$ cat config.mk
export PLATFORM = sky130hd
export DESIGN_NAME = reg_joiner
export DESIGN_NICKNAME = d
export VERILOG_FILES = /design/src/rtl/reg_joiner.sv
export SDC_FILE = /design/constraint.sdc
export NUM_CORES = 1
export LEC_CHECK = 0
export CELL_PAD_IN_SITES_DETAIL_PLACEMENT = 0
export CELL_PAD_IN_SITES_GLOBAL_PLACEMENT = 2
export CORE_AREA = 8 8 110 112
export CTS_CLUSTER_SIZE = 16
export DETAILED_ROUTE_END_ITERATION = 8
export DIE_AREA = 0 0 118 120
export PLACE_DENSITY_LB_ADDON = 0.1
export SYNTH_ARGS = -nofsm -noshare
export SYNTH_HDL_FRONTEND = slang
export SYNTH_SLANG_ARGS = --single-unit
$ cat constraint.sdc
create_clock -name clk -period 2.16 [get_ports clk]
set_clock_uncertainty 0.2 [all_clocks]
set_input_delay 0.432 -clock clk [delete_from_list [all_inputs] [get_ports clk]]
set_output_delay 0.432 -clock clk [all_outputs]
set_load 0.01 [all_outputs]
$ cat src/rtl/reg_joiner.sv
// Byte-stream to word reassembler: collects BYTES bytes MSB-first into one word,
// presents it behind a valid/read handshake, and drops stale partial words on an inter-byte timeout.
module reg_joiner #(
  parameter int BYTES   = 4,
  parameter int TIMEOUT = 1000
) (
  input  logic                 clk,
  input  logic                 rst,
  input  logic                 enable,
  input  logic [7:0]           register,
  input  logic                 clear,
  input  logic                 read,
  output logic [8*BYTES-1:0]   adcReg,
  output logic                 adcValid,
  output logic                 busy,
  output logic                 overrun,
  output logic                 timeoutErr,
  output logic [7:0]           errCount
);

  localparam int              W        = 8 * BYTES;
  localparam int              IW       = (BYTES > 1) ? $clog2(BYTES + 1) : 1;
  localparam logic [IW-1:0]   LAST_IDX = IW'(BYTES);
  localparam logic [15:0]     TMO_LAST = 16'(TIMEOUT - 1);

  typedef enum logic {IDLE, COLLECT} state_t;

  state_t          r_state, w_state_nxt;
  logic [IW-1:0]   r_idx, w_idx_nxt, w_idx_inc;
  logic [15:0]     r_timer;
  logic [W-1:0]    r_shreg, w_shift;
  logic            w_accept, w_complete, w_timeout;

  // clear wins over a simultaneous strobe, so that byte never counts as accepted
  assign w_accept   = enable & ~clear;
  assign w_idx_inc  = r_idx + 1'b1;
  assign w_complete = w_accept & (w_idx_inc == LAST_IDX);
  assign w_timeout  = ~clear & ~enable & (r_state == COLLECT) & (r_timer == TMO_LAST);
  assign busy       = (r_state == COLLECT);

  generate
    if (BYTES == 1) begin : g_one
      assign w_shift = register;
    end else begin : g_multi
      assign w_shift = {r_shreg[W-9:0], register};
    end
  endgenerate

  always_ff @(posedge clk or posedge rst) begin
    if (rst) r_state <= IDLE;
    else     r_state <= w_state_nxt;
  end

  always_comb begin
    w_state_nxt = r_state;
    w_idx_nxt   = r_idx;
    if (clear) begin
      w_state_nxt = IDLE;
      w_idx_nxt   = '0;
    end else if (w_accept) begin
      if (w_complete) begin
        w_state_nxt = IDLE;
        w_idx_nxt   = '0;
      end else begin
        w_state_nxt = COLLECT;
        w_idx_nxt   = w_idx_inc;
      end
    end else if (w_timeout) begin
      w_state_nxt = IDLE;
      w_idx_nxt   = '0;
    end
  end

  // Stage p0: byte index, idle timer and word/status outputs
  always_ff @(posedge clk or posedge rst) begin
    if (rst) begin
      r_idx      <= '0;
      r_timer    <= '0;
      adcReg     <= '0;
      adcValid   <= 1'b0;
      overrun    <= 1'b0;
      timeoutErr <= 1'b0;
      errCount   <= '0;
    end else begin
      r_idx      <= w_idx_nxt;
      timeoutErr <= w_timeout;
      if (clear || w_accept || w_timeout || r_state != COLLECT) r_timer <= '0;
      else                                                      r_timer <= r_timer + 16'd1;
      if (w_complete) begin
        adcReg   <= w_shift;
        adcValid <= 1'b1;
        if (adcValid && !read) overrun <= 1'b1;
      end else if (read) begin
        adcValid <= 1'b0;
      end
      if (w_timeout && errCount != 8'hFF) errCount <= errCount + 8'd1;
    end
  end

  always_ff @(posedge clk) begin
    if (w_accept) r_shreg <= w_shift;
  end

endmodule
== Yosys cells after proc, flatten, opt, wreduce, memory -nomap -nowiden ==
Index checks and enable logic that the tools add are counted.

* Shift-type cells: 0
* Order comparisons: 0
* Eq/ne operators: 3
* Reduce and logical (&&, ||, !) cells: 9
* Multipliers: 0
* Divide/modulo/power cells: 0
* Add/sub/neg operators: 3
* Mux-type cells: 11
* Bitwise gates (word level): 8

{| class="wikitable"
|+ Operator list
! operator !! number
|-
| 16-bit by 1-bit adder with 16-bit output, second input constant || 1
|-
| 16-bit by 10-bit equality test with 1-bit output, second input constant || 1
|-
| 16-bit two-way mux || 1
|-
| 3-bit two-way mux || 4
|-
| 8-bit by 1-bit adder with 8-bit output, second input constant || 1
|-
| 8-bit inequality test, second input constant || 1
|-
| 1-bit two-way mux || 6
|-
| 1-bit AND || 5
|-
| 3-bit by 1-bit adder with 3-bit output, second input constant || 1
|-
| 3-bit equality test, second input constant || 1
|-
| 1-bit logical OR || 3
|-
| 1-bit NOT || 3
|-
| 3-bit nonzero test || 1
|-
| 1-bit logical AND || 2
|-
| 2-bit AND reduction || 1
|-
| 2-bit nonzero test || 1
|-
| 1-bit logical NOT || 1
|}

* Logic and storage cells: 43
* Memories kept: 0
* Input port bits: 13
* Latch bits: 0
* Memory bits (read-only): 0
* Memory bits (writable): 0
* Register bits: 87

== Logic depth before layout (Yosys ltp) ==
Gate-level depths: netlist of the first run.

* Depth after elaboration: 7
* Gate-level depth with buffers: 6
* Gate-level depth less buffers: 5

== Least setup slack after synthesis of the first run ==
Ideal clock, no wire load.

* Kind: input-to-reg
* Start point: input enable
* End point: register adcReg[10]
* Required time: 1.835 ns
* Cell stages on the path: 4
* Library setup time: 0.125 ns
* Setup slack: -0.808 ns
* Data arrival time: 2.643 ns
* Path through: nor2b_1 nand3_1 clkbuf_1 mux2_2

* Cells in the longest elaborated chain, start to end: 2

{| class="wikitable"
|+ RTL lines
! what !! line !! source
|-
| start, declared || 9 || <nowiki>input logic enable,</nowiki>
|-
| 1-bit AND || 35 || <nowiki>assign w_accept = enable & ~clear;</nowiki>
|-
| 1-bit AND || 37 || <nowiki>assign w_complete = w_accept & (w_idx_inc == LAST_IDX);</nowiki>
|-
| end signal, assigned || 90 || <nowiki>adcReg <= w_shift;</nowiki>
|-
| end, declared || 13 || <nowiki>output logic [8*BYTES-1:0] adcReg,</nowiki>
|}

No other way between the ends.
A chain may end at the register's enable or synchronous reset.

== Worst setup path after layout of the first run ==
* Start point: register r_timer[13]
* End point: register errCount[1]

* Cells in the longest elaborated chain, start to end: 3

{| class="wikitable"
|+ RTL lines
! what !! line !! source
|-
| start, declared || 30 || <nowiki>logic [15:0] r_timer;</nowiki>
|-
| start signal, assigned || 88 || <nowiki>else r_timer <= r_timer + 16'd1;</nowiki>
|-
| 16-bit by 10-bit equality test with 1-bit output || 38 || <nowiki>assign w_timeout = ~clear & ~enable & (r_state == COLLECT) & (r_timer == TMO_LAST);</nowiki>
|-
| 1-bit AND || 38 ||
|-
| 1-bit logical AND || 96 || <nowiki>if (w_timeout && errCount != 8'hFF) errCount <= errCount + 8'd1;</nowiki>
|-
| end signal, assigned || 96 ||
|-
| end, declared || 18 || <nowiki>output logic [7:0] errCount</nowiki>
|}

No other way between the ends.

==> impl_results.rst, run 1 <==
.. list-table::
   :header-rows: 1

   * - Metric
     - Value
   * - Kind of start point of the critical path
     - flop
   * - Critical path type
     - reg -> reg
   * - Layout overhead on the synthesized area
     - 38.4%
   * - Standard cell core area
     - 10500 um^2
   * - Total of flip-flops plus latches after synthesis
     - 87
   * - Cell Int Power
     - 0.00244 W
   * - Vias in the first global route
     - 2220
   * - Mapped Area
     - 3360 um^2
   * - Main combinational cell family by area after synthesis
     - simple AND/OR/NAND/NOR gates
   * - Post-DR vias/cell
     - 4.47
   * - Io pins
     - 57
   * - Clk slew on worst S/H paths
     - 0.09 ns
   * - Count of clock tree sinks
     - 87
   * - Max Cap Viol
     - 0
   * - Period Utilization, post-route
     - 1.06
   * - Number of buffers inserted during clock tree synthesis
     - 9
   * - Post-synthesis adder-cell area fraction
     - 0.0149
   * - Class of the tightest hold or removal check
     - reg -> reg
   * - Antenna fix cells
     - 0
   * - H-Tree Level Count
     - 3
   * - Critical-path maximum fanout
     - 8
   * - Proportion of layout cells with a drive suffix above 1
     - 0.276
   * - Setup-violating endpoint count in the final report
     - 28
   * - GRT Resource Usage Total
     - 0.101
   * - Root Buffer
     - sky130_fd_sc_hd__clkbuf_8
   * - Die X-Extent
     - 118 um
   * - Slew HR
     - 0.445
   * - Clock tree from TritonCTS
     - built
   * - Worst Hold Path EP
     - r_shreg[14]$_DFFE_PN_
   * - Worst IR drop on VDD
     - 340 uV
   * - Count of cell types in the netlist
     - 28
   * - Height of the chip
     - 120 um
   * - Time the worst path needs with I/O delays and setup
     - 2.29 ns
   * - Xor-xnor portion of the synthesized cell area
     - 0.0573
   * - Number of iterations in the first detailed-routing pass
     - 7
   * - Latest clock arrival within the worst-skew pair
     - 0.35 ns
   * - DRC
     - 0
   * - Unrepaired setup endpoints after global routing
     - yes
   * - Final count of hold timing violations
     - 0
   * - Logic gate share of total power
     - 0.039
   * - Total power density per cell area
     - 669 nW/um^2
   * - Switch Pwr
     - 0.000675 W
   * - Routed length per placed instance
     - 14.4 um
   * - Buffer levels on the longest clock path
     - 2
   * - Initial core utilization
     - 0.320
   * - Fraction of synthesized cell area taken by the top area cell type
     - 0.469
   * - Count of standard-cell rows
     - 38
   * - Number of instances in the synthesized netlist
     - 233
   * - Leakage power
     - 2.04 nW
   * - Design Power
     - 0.00311 W
   * - Launch instance of the worst min-delay path
     - r_shreg[6]$_DFFE_PN_
   * - Final antenna-violating net count
     - 0
   * - Run status
     - finished, violations left
   * - Share of power burned in the clock network
     - 0.403
   * - Fraction of synthesized area in multiplexers
     - 0.110
   * - Final Util
     - 0.443
   * - Transition time at the pin with the least slew margin
     - 0.827 ns
   * - Number of DRC violations after detailed-routing iteration 0
     - 81
   * - Sequential cell area fraction in the yosys report
     - 0.683
   * - Overflow after GRT
     - 0
   * - Destination of the worst register-to-register timing path
     - errCount[1]$_DFFE_PP0P_
   * - Net count after synthesis
     - 250
   * - Failing checks
     - negative setup slack
   * - Highest Clock Rate
     - 0.436 GHz
   * - Share of power burned in registers
     - 0.557
   * - Antenna violations before repair
     - 0
   * - Count of pins over their slew limit
     - 0
   * - Wire length after detailed routing
     - 6790 um
   * - Final WS setup
     - -0.134 ns
   * - Endpoint class of the critical path
     - flop
   * - Global placer's final weighted congestion
     - 0.754
   * - Required arrival time at the worst endpoint
     - 2.20 ns
   * - First-pass GRT wire length
     - 11300 um
   * - Synth area leader
     - sky130_fd_sc_hd__dfrtp_1
   * - Final HPWL DP
     - 4430 um
   * - IO buf count
     - 56
   * - Commonest non-fill, non-tap cell in the layout
     - sky130_fd_sc_hd__dfrtp_1
   * - Synth Area in Simple Gates
     - 0.112
   * - Final #Nets
     - 342
   * - Pin count of the biggest net entering global routing
     - 64
   * - Average size of a mapped cell
     - 14.4 um^2
   * - Sw frac
     - 0.217
   * - Count of vias placed by the detailed router
     - 2103
   * - Reg-to-reg setup timing slack
     - -0.13 ns
   * - Area enclosed by the die boundary
     - 14200 um^2
   * - Cell types occupying the most area after synthesis
     - sky130_fd_sc_hd__dfrtp_1, sky130_fd_sc_hd__edfxtp_1, sky130_fd_sc_hd__mux2_2
   * - Reg2reg path depth
     - 4
   * - Critical register-to-register path startpoint
     - r_timer[13]$_DFF_PP0_
   * - Top library cells by usage in the layout, fill and taps aside
     - sky130_fd_sc_hd__dfrtp_1, sky130_fd_sc_hd__clkdlybuf4s50_1, sky130_fd_sc_hd__mux2_2, sky130_fd_sc_hd__buf_4, sky130_fd_sc_hd__edfxtp_1
   * - Hold path depth
     - 0
   * - Arrival time at the worst endpoint
     - 2.33 ns
   * - Fraction of the mapped netlist area in compound gates
     - 0.0112
   * - YS warnings
     - 0
## worst max-delay path by stage
| stage | start | slack [ns] | to | cells after the start |
|---|---|---|---|---|
| floorplan | r_timer[13]$_DFF_PP0_ | -0.18 | errCount[5]$_DFFE_PP0P_ | 5 |
| global placement | r_timer[13]$_DFF_PP0_ | -0.14 | errCount[1]$_DFFE_PP0P_ | 4 |
| detailed placement | r_timer[13]$_DFF_PP0_ | -0.17 | errCount[1]$_DFFE_PP0P_ | 4 |
| CTS | r_timer[11]$_DFF_PP0_ | -0.14 | errCount[0]$_DFFE_PP0P_ | 6 |
| global route | r_timer[13]$_DFF_PP0_ | -0.18 | errCount[5]$_DFFE_PP0P_ | 4 |
| finish | r_timer[13]$_DFF_PP0_ | -0.13 | errCount[1]$_DFFE_PP0P_ | 4 |
## cells by family after synthesis
kind of cell    Yosys count
mux                      33
fa+ha+maj                 4
buf+inv                   8
xor+xnor                 22
compound gates            6
simple gates             73
flops                    87
## cells in the mapped netlist
master and n:
sky130_fd_sc_hd__a21bo_2 1, sky130_fd_sc_hd__a21oi_1 3, sky130_fd_sc_hd__and4_1 1, sky130_fd_sc_hd__buf_2 1, sky130_fd_sc_hd__buf_6 1, sky130_fd_sc_hd__clkbuf_1 3, sky130_fd_sc_hd__dfrtp_1 63, sky130_fd_sc_hd__edfxtp_1 24
sky130_fd_sc_hd__ha_1 4, sky130_fd_sc_hd__inv_1 3, sky130_fd_sc_hd__mux2_2 33, sky130_fd_sc_hd__nand2_1 9, sky130_fd_sc_hd__nand2b_1 2, sky130_fd_sc_hd__nand3_1 10, sky130_fd_sc_hd__nand3b_1 4, sky130_fd_sc_hd__nand4_1 6
sky130_fd_sc_hd__nand4b_1 1, sky130_fd_sc_hd__nor2_1 21, sky130_fd_sc_hd__nor2b_1 1, sky130_fd_sc_hd__nor3_1 10, sky130_fd_sc_hd__nor4_1 5, sky130_fd_sc_hd__o21ai_1 1, sky130_fd_sc_hd__o21bai_1 1, sky130_fd_sc_hd__or4_1 1
sky130_fd_sc_hd__or4_4 1, sky130_fd_sc_hd__or4b_1 1, sky130_fd_sc_hd__xnor2_1 12, sky130_fd_sc_hd__xor2_1 10
## layout make-up
| type | count | area (um^2) |
|---|---|---|
| Clock buffer | 10 | 128 |
| Clock inverter | 6 | 93.8 |
| Fill cell | 1011 | 5850 |
| Inverter | 3 | 15.0 |
| Multi-Input combinational cell | 138 | 1120 |
| Sequential cell | 87 | 2300 |
| Tap cell | 140 | 175 |
| Timing Repair Buffer | 86 | 827 |
## power groups by stage
stage	registers [W]	clock network [W]	logic, W
2_1_floorplan	0.00177	0	0.0000453
3_3_place_gp	0.00177	0	0.000123
3_5_place_dp	0.00177	0	0.000124
4_1_cts	0.00174	0.00131	0.000128
5_1_grt	0.00174	0.00137	0.000138
6_report	0.00174	0.00126	0.000123
## through the flow
stage	setup slack (ns)	area [um^2]	setup TNS (ns)	instances	hold slack, ns
after floorplan	-0.179	3380	-1.63	233	0.222
after global placement	-0.139	4310	-1.46	449	0.225
after detailed placement	-0.168	4310	-1.91	449	0.232
after CTS	-0.144	4630	-2.42	468	0.252
after global routing	-0.179	4660	-3.24	470	0.264
final	-0.134	4660	-1.82	470	0.250
## worst max-delay path, stage by stage (launching register included)
cell                      delay, ns
sky130_fd_sc_hd__dfrtp_1       0.38
sky130_fd_sc_hd__or4_1         0.51
sky130_fd_sc_hd__or4_4         0.66
sky130_fd_sc_hd__nor2_4        0.14
sky130_fd_sc_hd__mux2_4        0.30
## sequential cells by signal, indices dropped and copies added, names as in the netlist
name / cells
timeoutErr: 1
r_shreg: 24
adcReg: 32
r_idx: 3
busy: 1
errCount: 8
r_timer: 16
overrun: 1
adcValid: 1
## repair_timing
item                       in CTS  in global routing
pin swaps                      10                  1
gates resized for setup        13                  2
hold buffers                    0                  0
setup buffers                   3                  2
setup endpoints to repair      25                 29
## metal layers
layer | track usage | part of all wire | vias up
li1 | - | - | 1009
met5 | 0 | 0 | -
met2 | 0.154 | 0.46 | 40
met4 | 0.0528 | 0.018 | 0
met3 | 0.0296 | 0.045 | 9
met1 | 0.127 | 0.48 | 1045
Power figures use the tool's default switching activity.
==> inputs of run 2 (changes only) <==
CTS_CLUSTER_SIZE = 25   (was 16)
clock period = 2 ns   (was 2.16 ns; I/O delays follow)
==> run 2 against run 1 <==
Effect of this change: the run still ends with negative setup slack left; power grew 1.1%; critical path type unchanged; clock-buffer cell count is the same; sequential share of layout area shrank 0.60 points; die area is the same; global-route usage grew 0.33 points; sequential power grew 8%; clock power shrank 9.5%; critical endpoint is now busy$_DFFE_PP0P_; first-iteration DRC count grew 12%; setup slack lost 0.15 ns; critical path depth grew 1; flip-flop and latch count is the same; hold slack gained 0.0028 ns.
==> impl_results.rst, run 2 (synthesized netlist as in run 1, its figures left out) <==
.. list-table::
   :header-rows: 1

   * - Metric
     - Value
   * - Run status
     - finished, violations left
   * - Failing checks
     - negative setup slack
   * - Area enclosed by the die boundary
     - 14200 um^2 (unchanged)
   * - Top library cells by usage in the layout, fill and taps aside
     - sky130_fd_sc_hd__dfrtp_1, sky130_fd_sc_hd__clkdlybuf4s50_1, sky130_fd_sc_hd__mux2_2, sky130_fd_sc_hd__buf_4, sky130_fd_sc_hd__edfxtp_1
   * - Highest routed metal layer
     - met4
   * - Routed length per placed instance
     - 14.7 um (+1.6%)
   * - Highest Clock Rate
     - 0.438 GHz (+0.40%)
   * - Post-cts hold buffer count
     - 0 (unchanged)
   * - GRT Resource Usage Total
     - 0.104 (+0.00332)
   * - Number of DRC violations after detailed-routing iteration 0
     - 91 (+12%)
   * - Count of clock tree sinks
     - 87 (unchanged)
   * - Design Power
     - 0.00315 W (+1.1%)
   * - Post-DR vias/cell
     - 4.44 (-0.74%)
   * - CP cell instances
     - or4_1 -> or4_4 -> buf_4 -> nand3_4 -> a21bo_2
   * - Initial core utilization
     - 0.320 (unchanged)
   * - Global placer's final weighted congestion
     - 0.723 (-4.1%)
   * - Required arrival time at the worst endpoint
     - 2.04 ns (-0.16 ns)
   * - Routed wire length on met2
     - 3340 um (+6.9%)
   * - Antenna fix cells
     - 0 (unchanged)
   * - Pin count of the biggest net entering global routing
     - 64 (unchanged)
   * - Max Cap Viol
     - 0 (unchanged)
   * - Total power density per cell area
     - 667 nW/um^2 (-0.28%)
   * - Final HPWL DP
     - 4730 um (+6.7%)
   * - Biggest registers after layout
     - adcReg (32), r_shreg (24), r_timer (16)
   * - H-Tree Level Count
     - 3 (unchanged)
   * - Critical path type
     - reg -> reg
   * - Number of iterations in the first detailed-routing pass
     - 4 (-3)
   * - Proportion of layout cells with a drive suffix above 1
     - 0.302 (+0.0260)
   * - Post-route setup TNS
     - -6.74 ns (-4.92 ns)
   * - Post-route met1 wirelength
     - 3270 um (+1.3%)
   * - Kind of start point of the critical path
     - flop
   * - Number of buffers inserted during clock tree synthesis
     - 9 (unchanged)
   * - Antenna violations before repair
     - 0 (unchanged)
   * - Root Buffer
     - sky130_fd_sc_hd__clkbuf_8
   * - Count of vias placed by the detailed router
     - 2123 (+0.95%)
   * - Layout overhead on the synthesized area
     - 40.2%
   * - Worst path max stage delay
     - 0.62 ns (-0.04 ns)
   * - Final Util
     - 0.449 (+0.00595)
   * - Io pins
     - 57 (unchanged)
   * - Commonest non-fill, non-tap cell in the layout
     - sky130_fd_sc_hd__dfrtp_1
   * - Buffer levels on the longest clock path
     - 2 (unchanged)
   * - First-pass GRT wire length
     - 11700 um (+3.6%)
   * - Height of the chip
     - 120 um (unchanged)
   * - Final count of hold timing violations
     - 0 (unchanged)
   * - Clk slew on worst S/H paths
     - 0.09 ns (about the same)
   * - Flip-flop count of the largest register after layout
     - 32 (unchanged)
   * - Final #Nets
     - 350 (+2.3%)
   * - Final WS setup
     - -0.285 ns (-0.151 ns)
   * - Time the worst path needs with I/O delays and setup
     - 2.29 ns (-0.00911 ns)
   * - Setup-violating endpoint count in the final report
     - 29 (+3.6%)
   * - Crit path max-delay family
     - simple AND/OR/NAND/NOR gates
   * - Cell Count Post-Placement
     - 459 (+2.2%)
   * - Unrepaired setup endpoints after global routing
     - yes
   * - Die X-Extent
     - 118 um (unchanged)
   * - Period Utilization, post-route
     - 1.14 (+0.0804)
   * - DRC
     - 0 (unchanged)
   * - Endpoint class of the critical path
     - flop
   * - Non-filler instance count after layout
     - 478 (+1.7%)
   * - Worst IR drop on VDD
     - 288 uV (-15%)
   * - Transition time at the pin with the least slew margin
     - 0.457 ns (-0.370 ns)
   * - Bufs and invs on worst path
     - 1 (+1)
   * - Count of pins over their slew limit
     - 0 (unchanged)
   * - Vias in the first global route
     - 2243 (+1.0%)
   * - IO buf count
     - 56 (unchanged)
   * - Arrival time at the worst endpoint
     - 2.32 ns (about the same)
   * - Count of standard-cell rows
     - 38 (unchanged)
   * - Final antenna-violating net count
     - 0 (unchanged)
   * - Leakage power
     - 2.10 nW (+2.9%)
   * - Largest register by flop count
     - adcReg
   * - Wire length after detailed routing
     - 7010 um (+3.3%)
   * - Latest clock arrival within the worst-skew pair
     - 0.35 ns (about the same)
   * - Cell type of the slowest stage on the worst timing path
     - sky130_fd_sc_hd__or4_4
   * - Class of the tightest hold or removal check
     - reg -> reg
   * - Clock tree from TritonCTS
     - built
   * - Overflow after GRT
     - 0 (unchanged)
   * - Routed met3 length
     - 305 um (+0.33%)
   * - Slew HR
     - 0.695 (+0.250)
   * - Critical-path maximum fanout
     - 6 (-2)
   * - Standard cell core area
     - 10500 um^2 (unchanged)
   * - Fillers
     - 976 (-3.5%)
-- run 2: changes by cell type in the layout (fill, tap and decap cells not counted), sizes merged --
cell           before  now
clkinv              2    3
inv                 3    4
bufinv              2    0
clkdlybuf4s50      56   53
buf                30   38
dlygate4sd2         0    3
-- run 2: timing repair --
action,CTS,global route
gates resized for setup,5,4
endpoints found under the setup margin,33,31
pin swaps,2,2
buffers inserted,1,2
-- run 2: layout make-up --
| class | instances | area [um^2] | area share |
|---|---|---|---|
| Sequential cell | 87 | 2300 | 0.487 |
| Multi-Input combinational cell | 138 | 1140 | 0.242 |
| Timing Repair Buffer | 94 | 903 | 0.191 |
| Tap cell | 140 | 175 | 0.0371 |
| Clock buffer | 10 | 128 | 0.0270 |
| Clock inverter | 6 | 53.8 | 0.0114 |
| Inverter | 3 | 15.0 | 0.00318 |
-- run 2: power by group --
part           internal [W]  switching (W)
clock network      0.000472       0.000664
registers           0.00186      0.0000143
logic             0.0000622      0.0000748
-- run 2: through the flow --
stage | worst slack (ns) | hold slack (ns) | area [um^2]
6_report | -0.285 | 0.253 | 4720
5_1_grt | -0.346 | 0.263 | 4720
4_1_cts | -0.269 | 0.254 | 4690
3_5_place_dp | -0.266 | 0.230 | 4500
3_3_place_gp | -0.226 | 0.225 | 4500
2_1_floorplan | -0.225 | 0.222 | 3490
-- run 2: routing by layer --
| layer | global-route usage | vias to the layer above |
|---|---|---|
| met1 | 0.125 | 1046 |
| met4 | 0.0408 | 0 |
| met2 | 0.169 | 37 |
| met5 | 0 | - |
| li1 | - | 1033 |
| met3 | 0.0366 | 7 |
-- run 2: worst paths after layout --
path	from	to	slack, ns	cells past startpoint
max	r_timer[13]$_DFF_PP0_	busy$_DFFE_PP0P_	-0.29	5
min	r_shreg[5]$_DFFE_PN_	r_shreg[13]$_DFFE_PN_	0.25	0
max reg2reg	r_timer[13]$_DFF_PP0_	busy$_DFFE_PP0P_	-0.29	5
min reg2reg	r_shreg[5]$_DFFE_PN_	r_shreg[13]$_DFFE_PN_	0.25	0
max in group asynchronous	rst	adcReg[3]$_DFFE_PP0P_	1.02	3
min in group asynchronous	rst	r_timer[15]$_DFF_PP0_	0.28	3
==> inputs of run 3 (changes only) <==
CORE_AREA = 8 8 106 108   (was 8 8 110 112)
DIE_AREA = 0 0 114 116   (was 0 0 118 120)
DONT_BUFFER_PORTS = 1   (was unset)
==> run 3 against run 2 <==
Effect of this change: the flow still finishes with violations (negative setup slack); clock-buffer cell count down 1; first-iteration DRC count down 21%; maximum frequency rose by 0.98%; clock power is essentially flat; critical path type unchanged; largest cell class unchanged; largest power group unchanged.
==> impl_results.rst, run 3 (synthesized netlist as in run 1, its figures left out) <==
.. list-table::
   :header-rows: 1

   * - Metric
     - Value
   * - Run status
     - finished, violations left
   * - Failing checks
     - negative setup slack
   * - Clock tree from TritonCTS
     - built
   * - Time the worst path needs with I/O delays and setup
     - 2.26 ns (-0.0221 ns)
   * - Commonest non-fill, non-tap cell in the layout
     - sky130_fd_sc_hd__dfrtp_1
   * - Unrepaired setup endpoints after global routing
     - yes
   * - Antenna fix cells
     - 0 (unchanged)
   * - Area used by sequential logic in the layout
     - 2300 um^2 (-0.11%)
   * - Wire length after detailed routing
     - 6850 um (-2.3%)
   * - Critical path type
     - reg -> reg
   * - Count of pins over their slew limit
     - 0 (unchanged)
   * - Standard cell core area
     - 9550 um^2 (-9.1%)
   * - Routing usage on met2
     - 0.174 (+0.00451)
   * - Number of DRC violations after detailed-routing iteration 0
     - 72 (-21%)
   * - Top library cells by usage in the layout, fill and taps aside
     - sky130_fd_sc_hd__dfrtp_1, sky130_fd_sc_hd__mux2_2, sky130_fd_sc_hd__buf_4, sky130_fd_sc_hd__edfxtp_1, sky130_fd_sc_hd__nor2_1
   * - Post-placement setup slack
     - -0.281 ns (-0.0151 ns)
   * - Number of buffers inserted during clock tree synthesis
     - 9 (unchanged)
   * - Final WS setup
     - -0.263 ns (+0.0221 ns)
   * - Worst hold slack
     - 0.0280 ns (-0.225 ns)
   * - Cell type of the slowest stage on the worst timing path
     - sky130_fd_sc_hd__or4_4
   * - Final antenna-violating net count
     - 0 (unchanged)
   * - Count of clock tree sinks
     - 87 (unchanged)
   * - Global placer's final weighted congestion
     - 0.697 (-3.5%)
   * - Setup-violating endpoint count in the final report
     - 29 (unchanged)
   * - GRT Resource Usage Total
     - 0.114 (+0.00969)
   * - Worst IR drop on VDD
     - 343 uV (+19%)
   * - Post-DR vias/cell
     - 4.61 (+3.8%)
   * - Layout overhead on the synthesized area
     - 25.2%
   * - Required arrival time at the worst endpoint
     - 2.09 ns (+0.05 ns)
   * - Io pins
     - 57 (unchanged)
   * - CP cell instances
     - or4b_1 -> or4_4 -> buf_12 -> nor4_4 -> xor2_1
   * - Leakage power
     - 1.91 nW (-9.1%)
   * - Fillers
     - 901 (-7.7%)
   * - Max Cap Viol
     - 0 (unchanged)
   * - Worst path max stage delay
     - 0.61 ns (about the same)
   * - Vias in the first global route
     - 2175 (-3.0%)
   * - Highest Clock Rate
     - 0.442 GHz (+0.98%)
   * - Period Utilization, post-route
     - 1.13 (-0.0110)
   * - Routed length per placed instance
     - 16.3 um (+11%)
   * - Crit path max-delay family
     - simple AND/OR/NAND/NOR gates
   * - Pin count of the biggest net entering global routing
     - 38 (-41%)
   * - Kind of start point of the critical path
     - flop
   * - Biggest registers after layout
     - adcReg (32), r_shreg (24), r_timer (16)
   * - Post-route setup TNS
     - -4.91 ns (+1.82 ns)
   * - Class of the tightest hold or removal check
     - in -> reg
   * - Buffer levels on the longest clock path
     - 2 (unchanged)
   * - Arrival time at the worst endpoint
     - 2.35 ns (+0.03 ns)
   * - Footprint of the multi-input gates
     - 1150 um^2 (+0.44%)
   * - Design Power
     - 0.00312 W (-0.91%)
   * - Area enclosed by the die boundary
     - 13200 um^2 (-6.6%)
   * - Flip-flop count of the largest register after layout
     - 32 (unchanged)
   * - H-Tree Level Count
     - 3 (unchanged)
   * - Top Usage Layer GRT
     - met2
   * - GR Util met1
     - 0.139 (+0.0141)
   * - Final design instance area without fill
     - 4210 um^2 (-11%)
   * - Largest register by flop count
     - adcReg
   * - IO buf count
     - 0 (-100%)
   * - Final #Nets
     - 300 (-14%)
   * - Final HPWL DP
     - 4520 um (-4.4%)
   * - Count of standard-cell rows
     - 36 (-5.3%)
   * - Number of iterations in the first detailed-routing pass
     - 4 (unchanged)
   * - Height of the chip
     - 116 um (-3.3%)
   * - Antenna violations before repair
     - 0 (unchanged)
   * - Count of vias placed by the detailed router
     - 1941 (-8.6%)
   * - Met3 usage
     - 0.0511 (+0.0144)
   * - Total power density per cell area
     - 741 nW/um^2 (+11%)
   * - Cell area after placement
     - 3900 um^2 (-13%)
   * - Bufs and invs on worst path
     - 1 (unchanged)
   * - Die X-Extent
     - 114 um (-3.4%)
   * - Root Buffer
     - sky130_fd_sc_hd__clkbuf_8
   * - Slew HR
     - 0.677 (-0.0183)
   * - DRC
     - 0 (unchanged)
   * - Final count of hold timing violations
     - 0 (unchanged)
   * - Proportion of layout cells with a drive suffix above 1
     - 0.337 (+0.0350)
   * - Clk slew on worst S/H paths
     - 0.10 ns (about the same)
   * - Overflow after GRT
     - 0 (unchanged)
   * - Transition time at the pin with the least slew margin
     - 0.484 ns (+0.0275 ns)
   * - First-pass GRT wire length
     - 11500 um (-1.7%)
   * - Initial core utilization
     - 0.352 (+0.0321)
   * - Latest clock arrival within the worst-skew pair
     - 0.36 ns (about the same)
   * - Endpoint class of the critical path
     - flop
   * - Critical-path maximum fanout
     - 6 (unchanged)
## run 3: cell types whose count changed in the layout (fill, tap and decap cells not counted), sizes merged
cell           before  now
clkdlybuf4s50      53    0
dlygate4sd3         0   11
buf                38   33
dlygate4sd2         3    0
clkinv              3    5
inv                 4    2
clkbuf             10    9
clkinvlp            2    3
## run 3: metrics by stage
step                utilization  cells
finish                    0.441    421
global route              0.441    421
CTS                       0.440    421
global placement          0.408    394
detailed placement        0.408    394
floorplan                     -    233
## run 3: power by group
group | internal, W | switching (W)
sequential | 0.00186 | 0.0000187
combinational | 0.0000392 | 0.0000643
clock | 0.000464 | 0.000672
## run 3: cell type report
cell class,instances,share of cell area
Inverter,3,0.00357
Sequential cell,87,0.545
Timing Repair Buffer,44,0.0948
Tap cell,133,0.0395
Clock inverter,7,0.0146
Clock buffer,9,0.0294
Multi-Input combinational cell,138,0.273
## run 3: path summary, 6_finish.rpt
| check | start | end | slack (ns) | cells past startpoint |
|---|---|---|---|---|
| worst max-delay path | r_timer[10]$_DFF_PP0_ | errCount[7]$_DFFE_PP0P_ | -0.26 | 5 |
| worst min-delay path | enable | r_idx[1]$_DFFE_PP0P_ | 0.03 | 2 |
| worst max register to register | r_timer[10]$_DFF_PP0_ | errCount[7]$_DFFE_PP0P_ | -0.26 | 5 |
| worst min register to register | r_shreg[11]$_DFFE_PN_ | r_shreg[19]$_DFFE_PN_ | 0.25 | 0 |
| max in group asynchronous | rst | adcReg[12]$_DFFE_PP0P_ | 0.79 | 3 |
| min in group asynchronous | rst | timeoutErr$_DFF_PP0_ | 0.41 | 3 |
## run 3: timing repair
item / 4_1_cts / 5_1_grt
hold endpoints to repair: 83 / 0
resized for setup: 1 / 2
buffers inserted: 0 / 0
pin swaps: 1 / 2
endpoints found under the setup margin: 29 / 29
hold buffers: 11 / 0
## run 3: metal layers
metal,wire length (um),part of all wire,vias to the layer above
li1,-,-,927
met1,3060,0.45,962
met2,3110,0.45,46
met3,578,0.084,6
met4,97,0.014,0
met5,0,0,-
